[src/rtl/pipelined_datapath_if.sv]
// rtl/pipelined_datapath_if.sv - issue/result bus of the three-stage pipelined datapath
//
// Purpose: groups the operation handshake, operand/control fields and the
// result/status outputs. The master issues operations, the slave executes them.
// Ports (signals):
//   in_valid/in_ready      issue handshake
//   readnum1/2, writenum   register numbers (ADDR_WIDTH)
//   write, asel, bsel, shift, aluop, vsel, loads   operation control
//   sximm5, sximm8, mdata  immediates / memory data (WIDTH)
//   PC                     program counter (PC_WIDTH)
//   out/out_valid          EX-stage result register and its one-cycle valid
//   Z, N, V                status flags
interface pipelined_datapath_if #(
    parameter int WIDTH    = 16,
    parameter int SIZE     = 8,
    parameter int PC_WIDTH = 8
);
    localparam int ADDR_WIDTH = $clog2(SIZE);

    logic                  in_valid;
    logic                  in_ready;
    logic [ADDR_WIDTH-1:0] readnum1;
    logic [ADDR_WIDTH-1:0] readnum2;
    logic [ADDR_WIDTH-1:0] writenum;
    logic                  write;
    logic                  asel;
    logic                  bsel;
    logic [1:0]            shift;
    logic [1:0]            aluop;
    logic [1:0]            vsel;
    logic                  loads;
    logic [WIDTH-1:0]      sximm5;
    logic [WIDTH-1:0]      sximm8;
    logic [WIDTH-1:0]      mdata;
    logic [PC_WIDTH-1:0]   PC;
    logic [WIDTH-1:0]      out;
    logic                  out_valid;
    logic                  Z;
    logic                  N;
    logic                  V;

    modport master (
        output in_valid, readnum1, readnum2, writenum, write, asel, bsel,
               shift, aluop, vsel, loads, sximm5, sximm8, mdata, PC,
        input  in_ready, out, out_valid, Z, N, V
    );

    modport slave (
        input  in_valid, readnum1, readnum2, writenum, write, asel, bsel,
               shift, aluop, vsel, loads, sximm5, sximm8, mdata, PC,
        output in_ready, out, out_valid, Z, N, V
    );
endinterface

[src/rtl/pipelined_datapath.sv]
// rtl/pipelined_datapath.sv - three-stage (RD/EX/WB) datapath with register file and RAW stall
//
// Purpose: register read at accept, shifter + ALU + status in EX, register
// write-back in WB. Issue stalls while a used source register is the
// destination of a write-enabled op still in EX or WB; there is no forwarding.
// Ports:
//   clk    rising-edge clock
//   reset  asynchronous, active-high reset
//   bus    pipelined_datapath_if.slave (issue handshake, operands, result, flags)
module pipelined_datapath #(
    parameter int WIDTH    = 16,
    parameter int SIZE     = 8,
    parameter int PC_WIDTH = 8
) (
    input  logic                 clk,
    input  logic                 reset,
    pipelined_datapath_if.slave  bus
);
    localparam int ADDR_WIDTH = $clog2(SIZE);

    logic [WIDTH-1:0] regfile [SIZE];

    // EX-stage registers (captured at accept)
    logic                  ex_valid;
    logic                  ex_write;
    logic                  ex_asel;
    logic                  ex_bsel;
    logic                  ex_loads;
    logic [ADDR_WIDTH-1:0] ex_writenum;
    logic [1:0]            ex_shift;
    logic [1:0]            ex_aluop;
    logic [1:0]            ex_vsel;
    logic [WIDTH-1:0]      a_reg;
    logic [WIDTH-1:0]      b_reg;
    logic [WIDTH-1:0]      ex_sximm5;
    logic [WIDTH-1:0]      ex_sximm8;
    logic [WIDTH-1:0]      ex_mdata;
    logic [PC_WIDTH-1:0]   ex_pc;

    // WB-stage registers
    logic                  wb_valid;
    logic                  wb_write;
    logic [ADDR_WIDTH-1:0] wb_writenum;
    logic [1:0]            wb_vsel;
    logic [WIDTH-1:0]      c_reg;
    logic [WIDTH-1:0]      wb_sximm8;
    logic [WIDTH-1:0]      wb_mdata;
    logic [PC_WIDTH-1:0]   wb_pc;

    logic z_reg;
    logic n_reg;
    logic v_reg;

    // Hazard detection: only operands that are actually used can stall.
    logic hit1;
    logic hit2;
    logic hazard;
    logic accept;

    always_comb begin
        hit1 = (ex_valid && ex_write && (ex_writenum == bus.readnum1)) ||
               (wb_valid && wb_write && (wb_writenum == bus.readnum1));
        hit2 = (ex_valid && ex_write && (ex_writenum == bus.readnum2)) ||
               (wb_valid && wb_write && (wb_writenum == bus.readnum2));
        hazard = (bus.asel && hit1) || (bus.bsel && hit2);
    end

    assign bus.in_ready = !reset && !hazard;
    assign accept       = bus.in_valid && bus.in_ready;

    // EX datapath
    logic [WIDTH-1:0] in_a;
    logic [WIDTH-1:0] shifted_b;
    logic [WIDTH-1:0] in_b;
    logic [WIDTH-1:0] alu_res;
    logic             alu_ovf;

    always_comb begin
        in_a = ex_asel ? a_reg : '0;

        shifted_b = b_reg;
        case (ex_shift)
            2'b01:   shifted_b = {b_reg[WIDTH-2:0], 1'b0};
            2'b10:   shifted_b = {1'b0, b_reg[WIDTH-1:1]};
            2'b11:   shifted_b = {b_reg[WIDTH-1], b_reg[WIDTH-1:1]};
            default: shifted_b = b_reg;
        endcase

        in_b = ex_bsel ? shifted_b : ex_sximm5;

        alu_res = '0;
        alu_ovf = 1'b0;
        case (ex_aluop)
            2'b00: begin
                alu_res = in_a + in_b;
                // Same-sign operands producing a different-sign sum
                alu_ovf = (in_a[WIDTH-1] == in_b[WIDTH-1]) &&
                          (alu_res[WIDTH-1] != in_a[WIDTH-1]);
            end
            2'b01: begin
                alu_res = in_a - in_b;
                // Opposite-sign operands where the sign of A is not preserved
                alu_ovf = (in_a[WIDTH-1] != in_b[WIDTH-1]) &&
                          (alu_res[WIDTH-1] != in_a[WIDTH-1]);
            end
            2'b10:   alu_res = in_a & in_b;
            default: alu_res = ~in_b;
        endcase
    end

    // WB source selection
    logic [WIDTH-1:0] wb_data;

    always_comb begin
        wb_data = c_reg;
        case (wb_vsel)
            2'b01:   wb_data = wb_sximm8;
            2'b10:   wb_data = WIDTH'(wb_pc);
            2'b11:   wb_data = wb_mdata;
            default: wb_data = c_reg;
        endcase
    end

    // RD stage: operand read and control capture at accept
    always_ff @(posedge clk or posedge reset) begin
        if (reset) begin
            ex_valid    <= 1'b0;
            ex_write    <= 1'b0;
            ex_asel     <= 1'b0;
            ex_bsel     <= 1'b0;
            ex_loads    <= 1'b0;
            ex_writenum <= '0;
            ex_shift    <= '0;
            ex_aluop    <= '0;
            ex_vsel     <= '0;
            a_reg       <= '0;
            b_reg       <= '0;
            ex_sximm5   <= '0;
            ex_sximm8   <= '0;
            ex_mdata    <= '0;
            ex_pc       <= '0;
        end else begin
            ex_valid <= accept;
            if (accept) begin
                a_reg       <= regfile[bus.readnum1];
                b_reg       <= regfile[bus.readnum2];
                ex_write    <= bus.write;
                ex_asel     <= bus.asel;
                ex_bsel     <= bus.bsel;
                ex_loads    <= bus.loads;
                ex_writenum <= bus.writenum;
                ex_shift    <= bus.shift;
                ex_aluop    <= bus.aluop;
                ex_vsel     <= bus.vsel;
                ex_sximm5   <= bus.sximm5;
                ex_sximm8   <= bus.sximm8;
                ex_mdata    <= bus.mdata;
                ex_pc       <= bus.PC;
            end
        end
    end

    // EX stage: result register, status flags, WB control
    always_ff @(posedge clk or posedge reset) begin
        if (reset) begin
            wb_valid    <= 1'b0;
            wb_write    <= 1'b0;
            wb_writenum <= '0;
            wb_vsel     <= '0;
            wb_sximm8   <= '0;
            wb_mdata    <= '0;
            wb_pc       <= '0;
            c_reg       <= '0;
            z_reg       <= 1'b0;
            n_reg       <= 1'b0;
            v_reg       <= 1'b0;
        end else begin
            wb_valid <= ex_valid;
            if (ex_valid) begin
                c_reg       <= alu_res;
                wb_write    <= ex_write;
                wb_writenum <= ex_writenum;
                wb_vsel     <= ex_vsel;
                wb_sximm8   <= ex_sximm8;
                wb_mdata    <= ex_mdata;
                wb_pc       <= ex_pc;
                if (ex_loads) begin
                    z_reg <= (alu_res == '0);
                    n_reg <= alu_res[WIDTH-1];
                    v_reg <= alu_ovf;
                end
            end
        end
    end

    // WB stage: register file write
    always_ff @(posedge clk or posedge reset) begin
        if (reset) begin
            for (int i = 0; i < SIZE; i++) begin
                regfile[i] <= '0;
            end
        end else if (wb_valid && wb_write) begin
            regfile[wb_writenum] <= wb_data;
        end
    end

    assign bus.out       = c_reg;
    assign bus.out_valid = wb_valid;
    assign bus.Z         = z_reg;
    assign bus.N         = n_reg;
    assign bus.V         = v_reg;
endmodule

[src/flat_wrapper.sv]
// flat-port wrapper written by rule: the top's interface ports become plain ports
module pipelined_datapath_flat 
#(
    parameter int WIDTH    = 16,
    parameter int SIZE     = 8,
    parameter int PC_WIDTH = 8
)
  (clk, reset, bus_in_valid, bus_readnum1, bus_readnum2, bus_writenum, bus_write, bus_asel, bus_bsel, bus_shift, bus_aluop, bus_vsel, bus_loads, bus_sximm5, bus_sximm8, bus_mdata, bus_PC, bus_in_ready, bus_out, bus_out_valid, bus_Z, bus_N, bus_V);
  pipelined_datapath_if #(.WIDTH(WIDTH), .SIZE(SIZE), .PC_WIDTH(PC_WIDTH)) bus_i ();
  input  logic clk;
  input  logic reset;
  input wire logic [$bits(bus_i.in_valid)-1:0] bus_in_valid;
  input wire logic [$bits(bus_i.readnum1)-1:0] bus_readnum1;
  input wire logic [$bits(bus_i.readnum2)-1:0] bus_readnum2;
  input wire logic [$bits(bus_i.writenum)-1:0] bus_writenum;
  input wire logic [$bits(bus_i.write)-1:0] bus_write;
  input wire logic [$bits(bus_i.asel)-1:0] bus_asel;
  input wire logic [$bits(bus_i.bsel)-1:0] bus_bsel;
  input wire logic [$bits(bus_i.shift)-1:0] bus_shift;
  input wire logic [$bits(bus_i.aluop)-1:0] bus_aluop;
  input wire logic [$bits(bus_i.vsel)-1:0] bus_vsel;
  input wire logic [$bits(bus_i.loads)-1:0] bus_loads;
  input wire logic [$bits(bus_i.sximm5)-1:0] bus_sximm5;
  input wire logic [$bits(bus_i.sximm8)-1:0] bus_sximm8;
  input wire logic [$bits(bus_i.mdata)-1:0] bus_mdata;
  input wire logic [$bits(bus_i.PC)-1:0] bus_PC;
  output wire logic [$bits(bus_i.in_ready)-1:0] bus_in_ready;
  output wire logic [$bits(bus_i.out)-1:0] bus_out;
  output wire logic [$bits(bus_i.out_valid)-1:0] bus_out_valid;
  output wire logic [$bits(bus_i.Z)-1:0] bus_Z;
  output wire logic [$bits(bus_i.N)-1:0] bus_N;
  output wire logic [$bits(bus_i.V)-1:0] bus_V;
  assign bus_i.in_valid = bus_in_valid;
  assign bus_i.readnum1 = bus_readnum1;
  assign bus_i.readnum2 = bus_readnum2;
  assign bus_i.writenum = bus_writenum;
  assign bus_i.write = bus_write;
  assign bus_i.asel = bus_asel;
  assign bus_i.bsel = bus_bsel;
  assign bus_i.shift = bus_shift;
  assign bus_i.aluop = bus_aluop;
  assign bus_i.vsel = bus_vsel;
  assign bus_i.loads = bus_loads;
  assign bus_i.sximm5 = bus_sximm5;
  assign bus_i.sximm8 = bus_sximm8;
  assign bus_i.mdata = bus_mdata;
  assign bus_i.PC = bus_PC;
  assign bus_in_ready = bus_i.in_ready;
  assign bus_out = bus_i.out;
  assign bus_out_valid = bus_i.out_valid;
  assign bus_Z = bus_i.Z;
  assign bus_N = bus_i.N;
  assign bus_V = bus_i.V;
  pipelined_datapath #(.WIDTH(WIDTH), .SIZE(SIZE), .PC_WIDTH(PC_WIDTH)) u_core (.clk(clk), .reset(reset), .bus(bus_i));
endmodule
[config.mk]
export PLATFORM = sky130hd
export DESIGN_NAME = pipelined_datapath_flat
export DESIGN_NICKNAME = d
export VERILOG_FILES = /design/src/rtl/pipelined_datapath_if.sv /design/src/rtl/pipelined_datapath.sv /design/src/flat_wrapper.sv
export SDC_FILE = /design/constraint.sdc
export NUM_CORES = 1
export LEC_CHECK = 0
export ABC_AREA = 1
export CORE_ASPECT_RATIO = 0.9
export CORE_MARGIN = 8
export CORE_UTILIZATION = 25
export DETAILED_ROUTE_END_ITERATION = 7
export PLACE_DENSITY = 0.51
export RECOVER_POWER = 25
export SLEW_MARGIN = 30
export SYNTH_ARGS = -nofsm -noshare
export SYNTH_HDL_FRONTEND = slang
export SYNTH_SLANG_ARGS = --single-unit
[constraint.sdc]
create_clock -name clk -period 17.5 [get_ports clk]
set_input_delay 1.75 -clock clk [delete_from_list [all_inputs] [get_ports clk]]
set_output_delay 1.75 -clock clk [all_outputs]
set_load 0.01 [all_outputs]
==> results by group <==
Floorplanning
  – Chip Width: 286 um
  – I/O pins: 99
  – Die height: 259 um
  – Initial Utilization: 25.2%
  – Die area: 0.0741 mm^2
  – # rows: ~90
  – Core Footprint: 0.0653 mm^2

Worst hold path
  – Hold Path Depth: 2
  – Hold path startpoint: u_core.wb_mdata[10]
  – Worst Hold Path EP: u_core.wb_mdata[10]
  – Hold Path Class: flip-flop to flip-flop

Placed design
  – Routability congestion estimate from global placement: between 0.8 and 0.9
  – Placed cell count: roughly 3.2k
  – Detailed placement HPWL: 39800 um
  – Number of port buffers: 98

Setup path
  – Worst Path Class, Setup: primary input to async pin
  – Worst reg2reg path endpoint: u_core.bus.out[1]
  – Critical path origin: reset
  – Crit-path cells: dlygate4sd3_1, clkinvlp_2
  – Reg2Reg Launch Point: u_core.ex_valid
  – Type of origin of the critical path: primary input
  – CP endpoint kind: async pin
  – CP Data Required Time: 16.49 ns
  – Worst Path Max Fanout: approximately 150
  – CP max stage cell: clkinvlp_2
  – Setup slack, reg-to-reg: 11.63 ns
  – Crit path arrival time: approximately 6 ns
  – R2R cell count: 3
  – CP delay by family, top: buffers and inverters
  – Crit path largest cell delay: approximately 3.8 ns
  – Worst Path Buf+Inv: 2

Global routing
  – GR met3 Demand/Resource: 2.55%
  – Most Crowded Layer GR: met2
  – Remaining global-route overflow: 0
  – Initial antenna violation count: 0
  – First-pass GRT wire length: 89800 um
  – Vias in the first global route: 15.0k
  – Largest net degree at the start of global routing: 148
  – Routing usage on met1: 21.5%
  – Met2 GRT Util: 24.1%
  – Total track usage: 15.2%

Layout
  – Final core utilization: 29.7%
  – Max FFs per register: 128
  – Layout area overhead: 18.1%
  – Share of cells above drive strength 1: 5.18%
  – Final Non-Filler Cells: between 3k and 4k
  – Fillers: 7174
  – Final-stage net count: between 2k and 2.5k
  – Top reg by flops: u_core.regfile
  – # diodes: 0

STA
  – Fin. Hold Viols: 0
  – Worst Max-Slew Pin Slew: 6.75 ns
  – Fin crit share: roughly 41%
  – Unrepaired setup endpoints after global routing: no
  – Setup TNS Final: 0 ns
  – Slew Viols, Final: around 280
  – Rel. slew slack: -352%
  – Final Skew: 0.00942 ns
  – Fmax: roughly 0.14 GHz
  – Final min period: a little over 7 ns
  – Final setup violation count: 0

Route
  – Drt wl/cell: 17.9 um
  – Antenna Nets Post-Route: 0
  – Initial detailed-routing violation count: about 1.4k
  – TritonRoute pass-1 iters: 5
  – Residual DRC count: 0
  – Via count: 15.5k
  – Final wirelength: 57500 um
  – Vias per std cell: 4.80

Clock network
  – CTS tree: yes
  – Worst-case clock buffer depth: 3
  – Clock Pin Slew Worst Setup and Hold Paths: about 0.06 ns
  – # resized after CTS: 0
  – Root Driver: clkbuf_16
  – H-tree depth: 2
  – Hold buffers post-CTS: 0
  – Setup Buffers After CTS: 0
  – # clock sinks: 296
  – CTS Buf Count: 37
  – Clk_lat worst skew: 0.55 ns

Synth
  – Synth area leaders: dfrtp_1 45%, nand2_1 20%, o21ai_0 9.2%
  – Largest area contributor in the netlist: dfrtp_1
  – Synth top cells by count: 892 x nand2_1, 303 x o21ai_0, 296 x dfrtp_1, 194 x nor2_1, 172 x inv_1
  – Net Count, Synth: 2403
  – Synth top area share: between 40% and 50%
  – Synthesized area per cell: 7.17 um^2
  – Syn Inst Count: ~2.3k
  – Fraction of registers with async set/reset: 100%
  – Post-synth EDFFs: 0
  – Post-Syn Area: 0.0164 mm^2
  – Synthesis-stage register bit count: 296
  – Ys Warns: 0
  – Top-count cell post-synth: nand2_1
  – Synth Flop Type: dfrtp_1
  – Sequential fraction of the synthesis area: a little under half
  – Netlist cell types: 40

Power
  – Lkg Pwr: 0.00955 uW
  – Pwr/cell area: 124 mW/mm^2
  – Total Power: 2400 uW
  – Worst VDD drop: 0.0625 mV

Run
  – # Max-Cap Violations: 3

Status
  – Status: finished, violations left
  – Failing checks: capacitance limit, slew limit
per-stage QoR:
step,hold slack [ns],instance area (um^2),worst slack [ns]
floorplan,0.349,16400,7.57
global placement,0.456,18100,11.20
detailed placement,0.461,18100,11.57
CTS,0.476,19400,11.55
global route,0.493,19400,9.10
finish,0.471,19400,10.37
where the power goes:
group          internal (uW)  switching, uW
clock network            495            310
logic                    227            430
registers                821            120
total                   1540            860
metal layers:
layer | vias up | part of all wire (%)
li1 | 7464 | -
met1 | 7456 | 47
met2 | 481 | 45
met3 | 70 | 6.0
met4 | 0 | 1.8
met5 | - | 0
logic make-up after synthesis:
family,after synthesis,synth area share (%)
simple gates,1200,28.6
fa+ha+maj,34,2.68
buf+inv,301,7.44
compound gates,452,15.7
xor+xnor,8,0.427
flops,296,45.1
cells in the final DEF (no fill, tap or decap), types with 7 or more instances in the layout:
master and n:
nand3_1 81, clkbuf_8 14, buf_4 18, ha_1 32
nand2_1 892, a21oi_1 30, o221ai_1 32, inv_1 163
o211ai_1 8, a31o_2 8, xor2_1 7, inv_2 7
nor2_1 195, clkinv_2 8, clkbuf_16 39, o21ai_0 303
nand4_1 11, clkdlybuf4s50_1 95, dfrtp_1 294, a22o_1 8
o22ai_1 43
final cells by class:
type                            instances  area (um^2)  area share (%)
Tap cell                              864         1080            5.57
Clock inverter                         13          125           0.645
Sequential cell                       296         7410            38.2
Inverter                              177          667            3.44
Timing Repair Buffer                  121         1140            5.88
Clock buffer                           55         1180            6.06
Multi-Input combinational cell       1694         7800            40.2
worst max path at each step:
stage	to	slack (ns)	cells after the start
after floorplan	u_core.a_reg[0]	7.57	1
after global placement	bus_in_ready	11.20	9
after detailed placement	bus_in_ready	11.57	9
after CTS	bus_in_ready	11.55	9
after global routing	u_core.ex_valid	9.10	2
final	u_core.ex_valid	10.37	2
Power figures use the tool's default switching activity.
